<file path="config.mk">
export PLATFORM = sky130hd
export DESIGN_NAME = qspi_stream_fifo
export DESIGN_NICKNAME = d
export VERILOG_FILES = /design/src/rtl/qspi_stream_fifo_pkg.sv /design/src/rtl/qspi_stream_fifo_mem.sv /design/src/rtl/qspi_stream_fifo.sv
export SDC_FILE = /design/constraint.sdc
export NUM_CORES = 1
export LEC_CHECK = 0
export CAP_MARGIN = 40
export CORE_ASPECT_RATIO = 2
export CORE_MARGIN = 5
export CORE_UTILIZATION = 57
export CTS_CLUSTER_SIZE = 16
export DETAILED_ROUTE_END_ITERATION = 6
export PLACE_DENSITY = 0.91
export SLEW_MARGIN = 20
export SYNTH_ARGS = -nofsm -noshare
export SYNTH_HDL_FRONTEND = slang
export SYNTH_SLANG_ARGS = --single-unit
</file>
<file path="constraint.sdc">
create_clock -name clk -period 3.4 [get_ports clk]
set_input_delay 0.51 -clock clk [delete_from_list [all_inputs] [get_ports clk]]
set_output_delay 0.51 -clock clk [all_outputs]
set_load 0.005 [all_outputs]
</file>
<file path="src/rtl/qspi_stream_fifo_pkg.sv">
// Shared definitions for the QSPI prefetch FIFO: stream state encoding and default sizing.
package qspi_stream_fifo_pkg;

  typedef enum logic {
    ST_IDLE   = 1'b0,
    ST_STREAM = 1'b1
  } state_e;

  localparam int DEF_DEPTH      = 4;
  localparam int DEF_DATA_BYTES = 2;

endpackage

</file>
<file path="src/rtl/qspi_stream_fifo_mem.sv">
// DEPTH x W register array: one synchronous write port, asynchronous read at the head pointer.
module qspi_stream_fifo_mem #(
  parameter int W     = 16,
  parameter int DEPTH = 4,
  localparam int AW   = $clog2(DEPTH)
) (
  input  logic          clk,
  input  logic          i_we,
  input  logic [AW-1:0] i_waddr,
  input  logic [W-1:0]  i_wdata,
  input  logic [AW-1:0] i_raddr,
  output logic [W-1:0]  o_rdata
);

  logic [DEPTH-1:0][W-1:0] r_mem;

  always_ff @(posedge clk) begin
    if (i_we) r_mem[i_waddr] <= i_wdata;
  end

  assign o_rdata = r_mem[i_raddr];

endmodule

</file>
<file path="src/rtl/qspi_stream_fifo.sv">
// Prefetch FIFO between the SPI flash controller and a stream consumer; keeps itself topped up
// by issuing start/continue/stop to the controller with at most one fetch outstanding.
module qspi_stream_fifo
  import qspi_stream_fifo_pkg::*;
#(
  parameter int DATA_WIDTH_BYTES = DEF_DATA_BYTES,
  parameter int DEPTH            = DEF_DEPTH,
  parameter int LVL_BITS         = $clog2(DEPTH + 1),
  localparam int W               = 8 * DATA_WIDTH_BYTES
) (
  input  logic                clk,
  input  logic                rst_n,
  input  logic                i_start_read,
  input  logic                i_stop_read,
  input  logic                i_read_next,
  output logic [W-1:0]        o_data_out,
  output logic                o_data_ready,
  output logic [LVL_BITS-1:0] o_level,
  output logic                o_underrun,
  input  logic                i_clr_underrun,
  output logic                o_spi_start_read,
  output logic                o_spi_continue_read,
  output logic                o_spi_stop_read,
  input  logic                i_spi_busy,
  input  logic [W-1:0]        i_spi_data
);

  localparam int AW = $clog2(DEPTH);

  state_e              r_state, w_state_nxt;
  logic                r_pending, w_pending_nxt;
  logic                r_cont, w_cont_nxt;
  logic                r_unr;
  logic [AW-1:0]       r_wptr, r_rptr;
  logic [LVL_BITS-1:0] r_level, w_level_nxt;
  logic                w_streaming, w_flush, w_ready, w_pop, w_cap, w_we;

  assign w_streaming = (r_state == ST_STREAM);
  assign w_flush     = i_start_read | i_stop_read;
  assign w_ready     = (r_level != '0);
  assign w_pop       = i_read_next & w_ready;
  // While the continue pulse is on the wire the controller has not raised busy yet.
  assign w_cap       = r_pending & ~r_cont & ~i_spi_busy;
  assign w_we        = w_cap & ~w_flush;
  assign w_level_nxt = r_level + LVL_BITS'(w_cap) - LVL_BITS'(w_pop);

  always_comb begin
    w_state_nxt      = r_state;
    w_pending_nxt    = r_pending;
    w_cont_nxt       = 1'b0;
    o_spi_start_read = 1'b0;
    o_spi_stop_read  = 1'b0;
    if (i_stop_read) begin
      w_state_nxt     = ST_IDLE;
      w_pending_nxt   = 1'b0;
      o_spi_stop_read = w_streaming;
    end else if (i_start_read) begin
      w_state_nxt      = ST_STREAM;
      w_pending_nxt    = 1'b1;
      o_spi_start_read = 1'b1;
    end else begin
      if (w_cap) w_pending_nxt = 1'b0;
      // Space check includes this cycle's capture, so the next word always has a slot.
      if (w_streaming && (!r_pending || w_cap) && (w_level_nxt < LVL_BITS'(DEPTH))) begin
        w_cont_nxt    = 1'b1;
        w_pending_nxt = 1'b1;
      end
    end
  end

  always_ff @(posedge clk) begin
    if (!rst_n) r_state <= ST_IDLE;
    else        r_state <= w_state_nxt;
  end

  always_ff @(posedge clk) begin
    if (!rst_n) begin
      r_pending <= 1'b0;
      r_cont    <= 1'b0;
      r_unr     <= 1'b0;
      r_wptr    <= '0;
      r_rptr    <= '0;
      r_level   <= '0;
    end else begin
      r_pending <= w_pending_nxt;
      r_cont    <= w_cont_nxt;
      if (i_read_next && !w_ready && w_streaming) r_unr <= 1'b1;
      else if (i_clr_underrun)                    r_unr <= 1'b0;
      if (w_flush) begin
        r_wptr  <= '0;
        r_rptr  <= '0;
        r_level <= '0;
      end else begin
        if (w_cap) r_wptr <= r_wptr + AW'(1);
        if (w_pop) r_rptr <= r_rptr + AW'(1);
        r_level <= w_level_nxt;
      end
    end
  end

  qspi_stream_fifo_mem #(
    .W     (W),
    .DEPTH (DEPTH)
  ) u_mem (
    .clk     (clk),
    .i_we    (w_we),
    .i_waddr (r_wptr),
    .i_wdata (i_spi_data),
    .i_raddr (r_rptr),
    .o_rdata (o_data_out)
  );

  assign o_data_ready        = w_ready;
  assign o_level             = r_level;
  assign o_underrun          = r_unr;
  assign o_spi_continue_read = r_cont;

endmodule

</file>
==> flow_metrics.py <==
metrics = {
    "status": {
        "outcome": "finished, final reports clean",
    },
    "logic_synthesis": {
        "synth_seq_cells": 75,
        "synth_ff_type": "edfxtp_1",
        "ys_seq_area_share_pct": 72.3,
        "synth_area_per_cell_um2": 20.0,
        "synthCells": 148,
        "synth_warnings": 0,
        "synthArstFlopShare_pct": 0,
        "syn-num-nets": 178,
        "syn-cell-area_mm2": 0.00296,
        "synth_edf_count": 64,
        "synthDistinctLibCells": 26,
    },
    "final_layout": {
        "drive_gt1_share_pct": 8.70,
        "layout.cells.most_common": "edfxtp_1",
        "fin_cells": 265,
        "nets": 232,
        "final_area_mm2": 0.00365,
        "syn_to_final_growth_pct": 23.2,
        "nFillCells": 311,
        "final_cell_mix": "edfxtp_1 (64), clkdlybuf4s50_1 (46), mux4_1 (16)",
        "antenna_cells": 0,
        "utilization_pct": 71.7,
    },
    "timing": {
        "period_share_pct": 76.5,
        "slew_violations": 0,
        "finalHoldViolCount": 0,
        "worst_pin_slew_ns": 0.844,
        "fmax_mhz": 384,
        "tns_ns": 0,
        "setup_viol": 0,
        "hold_slack_ns": 0.511,
        "timing.final.ws_setup_ns": 0.797,
        "slew_headroom_pct": 43.7,
        "fin_crit_ns": 2.60,
        "skew_ns": 0.00994,
        "rsz0062_at_grt": "no",
    },
    "placement": {
        "place.gp.congestion": 0.705,
        "place_ws_ns": 0.584,
        "numPortBuffers": 46,
        "postPlaceCellArea_mm2": 0.00346,
        "hpwl_um": 3910,
        "dp_cells": 248,
    },
    "die": {
        "die_x_um": 61.0,
        "core_area_mm2": 0.00509,
        "start_util_pct": 58.2,
        "rows": 37,
        "io_pins": 47,
        "dieHeight_um": 112,
        "dieArea_mm2": 0.00683,
    },
    "run": {
        "maxCapViolations": 0,
    },
    "cts": {
        "clkSinkCount": 75,
        "ctsResizeCount": 0,
        "cts_setup_buffers": 0,
        "cts_hold_buf": 0,
        "cts-buffers-inserted": 9,
        "htreeDepth": 3,
        "clock_path_buffers": 2,
        "cts_tree": "yes",
        "clock-root-buffer": "clkbuf_8",
        "insertion_delay_ns": 0.33,
        "path_clk_slew_ns": 0.07,
    },
    "worst_setup_path": {
        "cp-startpoint": "r_rptr[0]$_SDFFE_PP0P_",
        "cp.arrival_ns": 2.09,
        "path_delay_family": "buffers and inverters",
        "r2r_slack_ns": 1.02,
        "crit_path_start_kind": "register",
        "critical_path.max_fanout": 16,
        "cp_slowest_cell": "mux4_1",
        "max_stage_delay_ns": 0.60,
        "crit_buf_inv": 2,
        "path_class": "register to primary output",
        "worstReg2RegStart": "o_level[1]$_SDFF_PP0_",
        "crit_chain": "buf_4 > mux4_1 > clkdlybuf4s50_1",
        "worstPathRequired_ns": 2.89,
        "endpoint_kind": "primary output",
    },
    "global_route": {
        "grt_pass1_wl_um": 8470,
        "track_usage_pct": 18.1,
        "antenna_found_initial": 0,
        "grt_overflow": 0,
        "grt_start_max_net_pins": 19,
        "grt_pass1_vias": 1712,
    },
    "power": {
        "p_leak_nw": 1.24,
        "ir_drop_v": 0.000446,
        "fin_total_pwr_mw": 1.66,
        "cellPowerDensity_mw_per_mm2": 455,
    },
    "hold_path": {
        "hold_class": "register to register",
        "hp-start": "r_wptr[1]$_SDFFE_PP0P_",
    },
    "routing": {
        "drc": 0,
        "wirelength_um": 5590,
        "drtPass1Iterations": 4,
        "viasPerCell": 5.89,
        "dr.first_iter.drc_count": 48,
        "detail-route-antenna-nets": 0,
        "wire_per_inst_um": 21.1,
        "vias": 1561,
    },
}
-- synthesized netlist by cell type, types with 2 or more instances --
cell | instances | area, um2
mux4_1 | 16 | 420
nor2b_1 | 2 | 12.5
a21oi_1 | 3 | 15.0
ha_1 | 6 | 75.1
nand2_1 | 4 | 15.0
nor3_1 | 3 | 15.0
nor2_1 | 8 | 30.0
edfxtp_1 | 64 | 1920
inv_1 | 9 | 33.8
buf_2 | 3 | 15.0
dfxtp_1 | 11 | 220
and2_1 | 5 | 31.3
-- power breakdown --
group          leakage, nW  switching (mW)  internal, mW
Combinational        0.483          0.0235        0.0343
Sequential           0.664         0.00216          1.00
Clock               0.0941           0.281         0.322
-- final cells by class --
type                    count  area (um2)  area share, %
clock inverters             2        8.76          0.240
repair buffers             48         479           13.1
flip-flops and latches     75        2140           58.7
clock buffers              14         173           4.73
multi-input cells          59         742           20.3
inverters                   9        33.8          0.925
well taps                  58        72.6           1.99
-- sequential cells by signal, summed over array words and instances (netlist names) --
name and count:
o_spi_continue_read 1, r_state 1, r_wptr 2, o_level 3, u_mem.r_mem 64, r_pending 1, r_rptr 2, o_underrun 1
-- tightest hold or removal path, stage by stage, from the launching register on --
cell     delay (ns)
dfxtp_1        0.35
nand2_1        0.07
a21oi_1        0.05
-- final timing paths --
| path | end | cells after the start |
|---|---|---|
| worst min-delay path | r_wptr[1]$_SDFFE_PP0P_ | 2 |
| worst min register to register | r_wptr[1]$_SDFFE_PP0P_ | 2 |
| worst max-delay path | o_data_out[14] | 3 |
| worst max register to register | o_spi_continue_read$_SDFF_PP0_ | 10 |
-- routing by layer --
| layer | vias up | share of wire, % | track usage [%] |
|---|---|---|---|
| li1 | 694 | - | - |
| met1 | 782 | 31 | 16.6 |
| met2 | 69 | 60 | 33.2 |
| met3 | 16 | 7.1 | 6.03 |
| met4 | 0 | 2.7 | 7.96 |
| met5 | - | 0 | 0 |
-- cells by family (layout without fill, tap and decap cells) --
kind of cell / after synthesis / after routing / share of synthesized area, %
xor gates and xnor gates: 3 / 3 / 1.35
adders and majority gates: 7 / 7 / 3.21
and+or+nand+nor: 26 / 26 / 4.81
DFF: 75 / 75 / 72.3
AOI/OAI and AO/OA: 7 / 7 / 1.48
buffers and inverters: 14 / 73 / 2.70
muxes: 16 / 16 / 14.2
Power figures use the tool's default switching activity.
==> variant 1 (same flow settings) <==
The package constant `DEF_DATA_BYTES` goes from 2 to 1.
--- a/src/rtl/qspi_stream_fifo_pkg.sv
+++ b/src/rtl/qspi_stream_fifo_pkg.sv
@@ -9,3 +9,3 @@
   localparam int DEF_DEPTH      = 4;
-  localparam int DEF_DATA_BYTES = 2;
+  localparam int DEF_DATA_BYTES = 1;
 
Ports: changed (resized i_spi_data and o_data_out); port bits go from 47 to 31. No check against the original RTL was run, so the function may have changed too.
==> variant 1 against the unedited design <==
  * First-iteration DRC count decreased by 71%
  * Synthesized area decreased by 41%
  * Die area shrank 36%
  * Combinational power shrank 30%
  * Cell area decreased by 40%
  * Clock skew down 0.0081 ns
  * Register-to-register slack improved by 0.03 ns
  * Sequential cell count down 32
  * Worst setup slack worse by 0.026 ns
  * Power fell by 39%
  * Via count fell by 38%
  * Worst hold slack improved by 0.0016 ns
  * Routed wire length is 45% lower
  * Largest power group unchanged
==> variant 1: results (changes against the unedited design) <==
| Metric | Value |
|---|---|
| CP Data Arrival Time | `2.12 ns (+0.03 ns)` |
| Outcome | `finished clean` |
| Post-Syn Nets | `128 (-28%)` |
| GPL Wtd Cong | `0.742 (+5.3%)` |
| GRT met3 Usage | `0.0455 (-0.0148)` |
| LEAKAGE | `0.765 nW (-38%)` |
| DR iter-0 viols | `14 (-71%)` |
| Number of flip-flops under the largest register name | `32 (-50%)` |
| VDD IR max | `0.503 mV (+13%)` |
| Placed insts | `163 (-34%)` |
| Max stage delay on crit path | `0.77 ns (+0.17 ns)` |
| Met1 Routed Length | `985 um (-42%)` |
| Worst-Skew Late Latency | `0.29 ns (-0.04 ns)` |
| # port buffers | `30 (-35%)` |
| Met2 wire length | `1830 um (-45%)` |
| WL/cell | `17.8 um (-16%)` |
| Clock buffer count from CTS | `5 (-4)` |
| Met1 usage | `0.141 (-0.0249)` |
| Synth cell types | `28 (+7.7%)` |
| Synth area leaders | `edfxtp_1 55%, dfxtp_1 13%, mux4_2 10%, ha_1 4.3%, and2_1 1.8%` |
| Mux share of post-synthesis cell area | `0.103 (-0.0392)` |
| Hpwl dp | `2300 um (-41%)` |
| Layout cell share with drive strength beyond 1 | `0.156 (+0.0691)` |
| XOR/XNOR Fraction of Synth Area | `0.0228 (+0.00930)` |
| Switch Pwr | `0.184 mW (-40%)` |
| Global-route wire length before repair | `4960 um (-41%)` |
| Largest net degree at the start of global routing | `14 (-5)` |
| H-tree depth | `2 (-1)` |
| Synth Area in Compound Gates | `0.0249 (+0.0102)` |
==> variant 1: power groups by stage <==
stage	clock [mW]	combinational (mW)	sequential, mW
3_5_place_dp	0	0.0408	0.579
4_1_cts	0.412	0.0412	0.567
5_1_grt	0.429	0.0446	0.567
3_3_place_gp	0	0.0388	0.578
6_report	0.403	0.0407	0.567
2_1_floorplan	0	0.0116	0.578
==> variant 1: layout make-up <==
type | count | area [sq um]
Clock buffer | 6 | 82.6
Clock inverter | 2 | 35.0
Fill cell | 179 | 788
Inverter | 9 | 33.8
Multi-Input combinational cell | 51 | 519
Sequential cell | 43 | 1180
Tap cell | 30 | 37.5
Timing Repair Buffer | 30 | 300
==> variant 1: worst paths after layout <==
check                              endpoint  slack, ns
max reg2reg  o_spi_continue_read$_SDFF_PP0_       1.05
min                  r_wptr[1]$_SDFFE_PP0P_       0.51
min reg2reg          r_wptr[1]$_SDFFE_PP0P_       0.51
max                           o_data_out[3]       0.77
==> variant 1: critical path, delay by kind of cell, from the launching register on <==
family                 cells  cell delay, ns
muxes                      1            0.59
DFF                        1            0.77
buffers and inverters      1            0.47
==> variant 1: per-stage QoR <==
| stage | utilization | setup slack (ns) | area, sq um | hold slack, ns | total power, mW |
|---|---|---|---|---|---|
| final | 0.735 | 0.771 | 2190 | 0.512 | 1.01 |
| after global routing | 0.735 | 0.655 | 2190 | 0.541 | 1.04 |
| after CTS | 0.735 | 0.720 | 2190 | 0.518 | 1.02 |
| after detailed placement | 0.696 | 0.645 | 2070 | 0.507 | 0.619 |
| after global placement | 0.696 | 0.739 | 2070 | 0.503 | 0.617 |
| after floorplan | - | 1.25 | 1760 | 0.469 | 0.590 |
==> variant 2 (same flow settings) <==
Without the edit above. Put one more register stage on the output `o_level`, without a reset. The value now appears one clock later. The other outputs are not delayed to match.
--- a/src/rtl/qspi_stream_fifo.sv
+++ b/src/rtl/qspi_stream_fifo.sv
@@ -113,3 +113,5 @@
   assign o_data_ready        = w_ready;
-  assign o_level             = r_level;
+  always_ff @(posedge clk) begin
+    o_level <= r_level;
+  end
   assign o_underrun          = r_unr;
Behaviour: not the same (a bounded check fails within 4 cycles, from zero or initial values and one cycle with rst_n low).
==> variant 2 against the unedited design <==
  * Power is 9.4% higher
  * First-iteration DRC count is 8.3% higher
  * Global-route usage is 0.82 points lower
  * Worst hold slack worse by 0.11 ns
  * Synthesized area is 2.0% higher
  * Critical endpoint is now o_data_out[5]
  * Clock skew is 0.0020 ns lower
  * Non-clock buffer count is 3 higher
  * Routed wire length is 7.2% lower
  * Combinational power is 3% lower
  * Worst setup slack worse by 0.060 ns
  * Largest power group unchanged
  * Core utilization is 1.5 points higher
  * Largest cell class unchanged
  * Maximum frequency is 2.3% lower
  * Sequential cell count is 3 higher
  * Cell area is 3.1% higher
==> variant 2: results (changes against the unedited design) <==
| Metric | Value |
|---|---|
| VDD IR max | `0.406 mV (-8.9%)` |
| Post-Syn Nets | `181 (+1.7%)` |
| CP endpoint | `o_data_out[5]` |
| Met1 Routed Length | `1890 um (+11%)` |
| Synth Area in Compound Gates | `0.0145 (-0.000293)` |
| Top cells by instance count after synthesis | `64 x edfxtp_1, 16 x mux4_1, 14 x dfxtp_1` |
| # nets final | `238 (+2.6%)` |
| Sequential fraction of the synthesis area | `0.728 (+0.00551)` |
| Met2 wire length | `2930 um (-12%)` |
| Ant diodes | `0 (unchanged)` |
| Synth area leaders | `edfxtp_1 64%, mux4_1 14%, dfxtp_1 9.3%, ha_1 2.5%, inv_1 1.1%` |
| Number of global-route vias before repair | `1605 (-6.3%)` |
| Setup Skew | `0.00797 ns (-0.00196 ns)` |
| Synthesized instance count | `151 (+2.0%)` |
| Hpwl dp | `3530 um (-9.9%)` |
| Multi-input gate area | `742 sq um (unchanged)` |
| M2 GR Usage | `0.294 (-0.0385)` |
| Worst-Skew Late Latency | `0.35 ns (+0.02 ns)` |
| WL/cell | `19.1 um (-9.2%)` |
| GRT met3 Usage | `0.0537 (-0.00667)` |
| # port buffers | `46 (unchanged)` |
| Clk tree area frac | `0.0569 (+0.00718)` |
| Non-CTS buffers | `51 (+6.3%)` |
| GPL Wtd Cong | `0.703 (-0.21%)` |
| Outcome | `finished clean` |
| Global-route wire length before repair | `8190 um (-3.3%)` |
| Hold path cells | `0 (-2)` |
| Worst r2r src | `r_level[1]$_SDFF_PP0_` |
| Sequential share of cell area | `0.585 (-0.00140)` |
| Hold Crit Start | `r_level[2]$_SDFF_PP0_` |
| Total track usage | `0.172 (-0.00816)` |
| Fillers | `306 (-1.6%)` |
| Mux share of post-synthesis cell area | `0.139 (-0.00282)` |
| Clock buffers | `10 (-4)` |
| Layout cell share with drive strength beyond 1 | `0.103 (+0.0163)` |
| Vias per cell | `5.55 (-5.7%)` |
| Clk sink count | `78 (+4.0%)` |
| LEAKAGE | `1.28 nW (+3.4%)` |
| Met1 usage | `0.185 (+0.0185)` |
| DR iter-0 viols | `52 (+8.3%)` |
| XOR/XNOR Fraction of Synth Area | `0.0132 (-0.000268)` |
| Met3 wire length | `255 um (-36%)` |
variant 2: cell count changes in the layout (fill, tap and decap cells not counted), sizes merged:
cell / unedited run / this run
clkinvlp: 0 / 3
bufinv: 0 / 2
clkbuf: 14 / 10
dfxtp: 11 / 14
clkinv: 2 / 1
buf: 2 / 5
variant 2: stage by stage:
stage          cell area [sq um]  hold slack [ns]  setup WS [ns]   util  total power [mW]
2_1_floorplan               3020            0.365           1.25      -              1.07
3_3_place_gp                3550            0.379          0.734  0.691              1.11
3_5_place_dp                3550            0.386          0.573  0.691              1.11
4_1_cts                     3760            0.398          0.699  0.732              1.84
5_1_grt                     3760            0.408          0.635  0.732              1.89
6_report                    3760            0.403          0.737  0.732              1.82
variant 2: critical path: cells and delay by family, from the launching register on:
family                 cells  cell delay, ns
flip-flops                 1            0.39
multiplexers               1            0.62
buffers and inverters      2            0.78
variant 2: power breakdown:
part           switching (mW)  internal (mW)
Clock                   0.316          0.410
Sequential            0.00189           1.03
Combinational          0.0220         0.0343
Total                   0.340           1.48
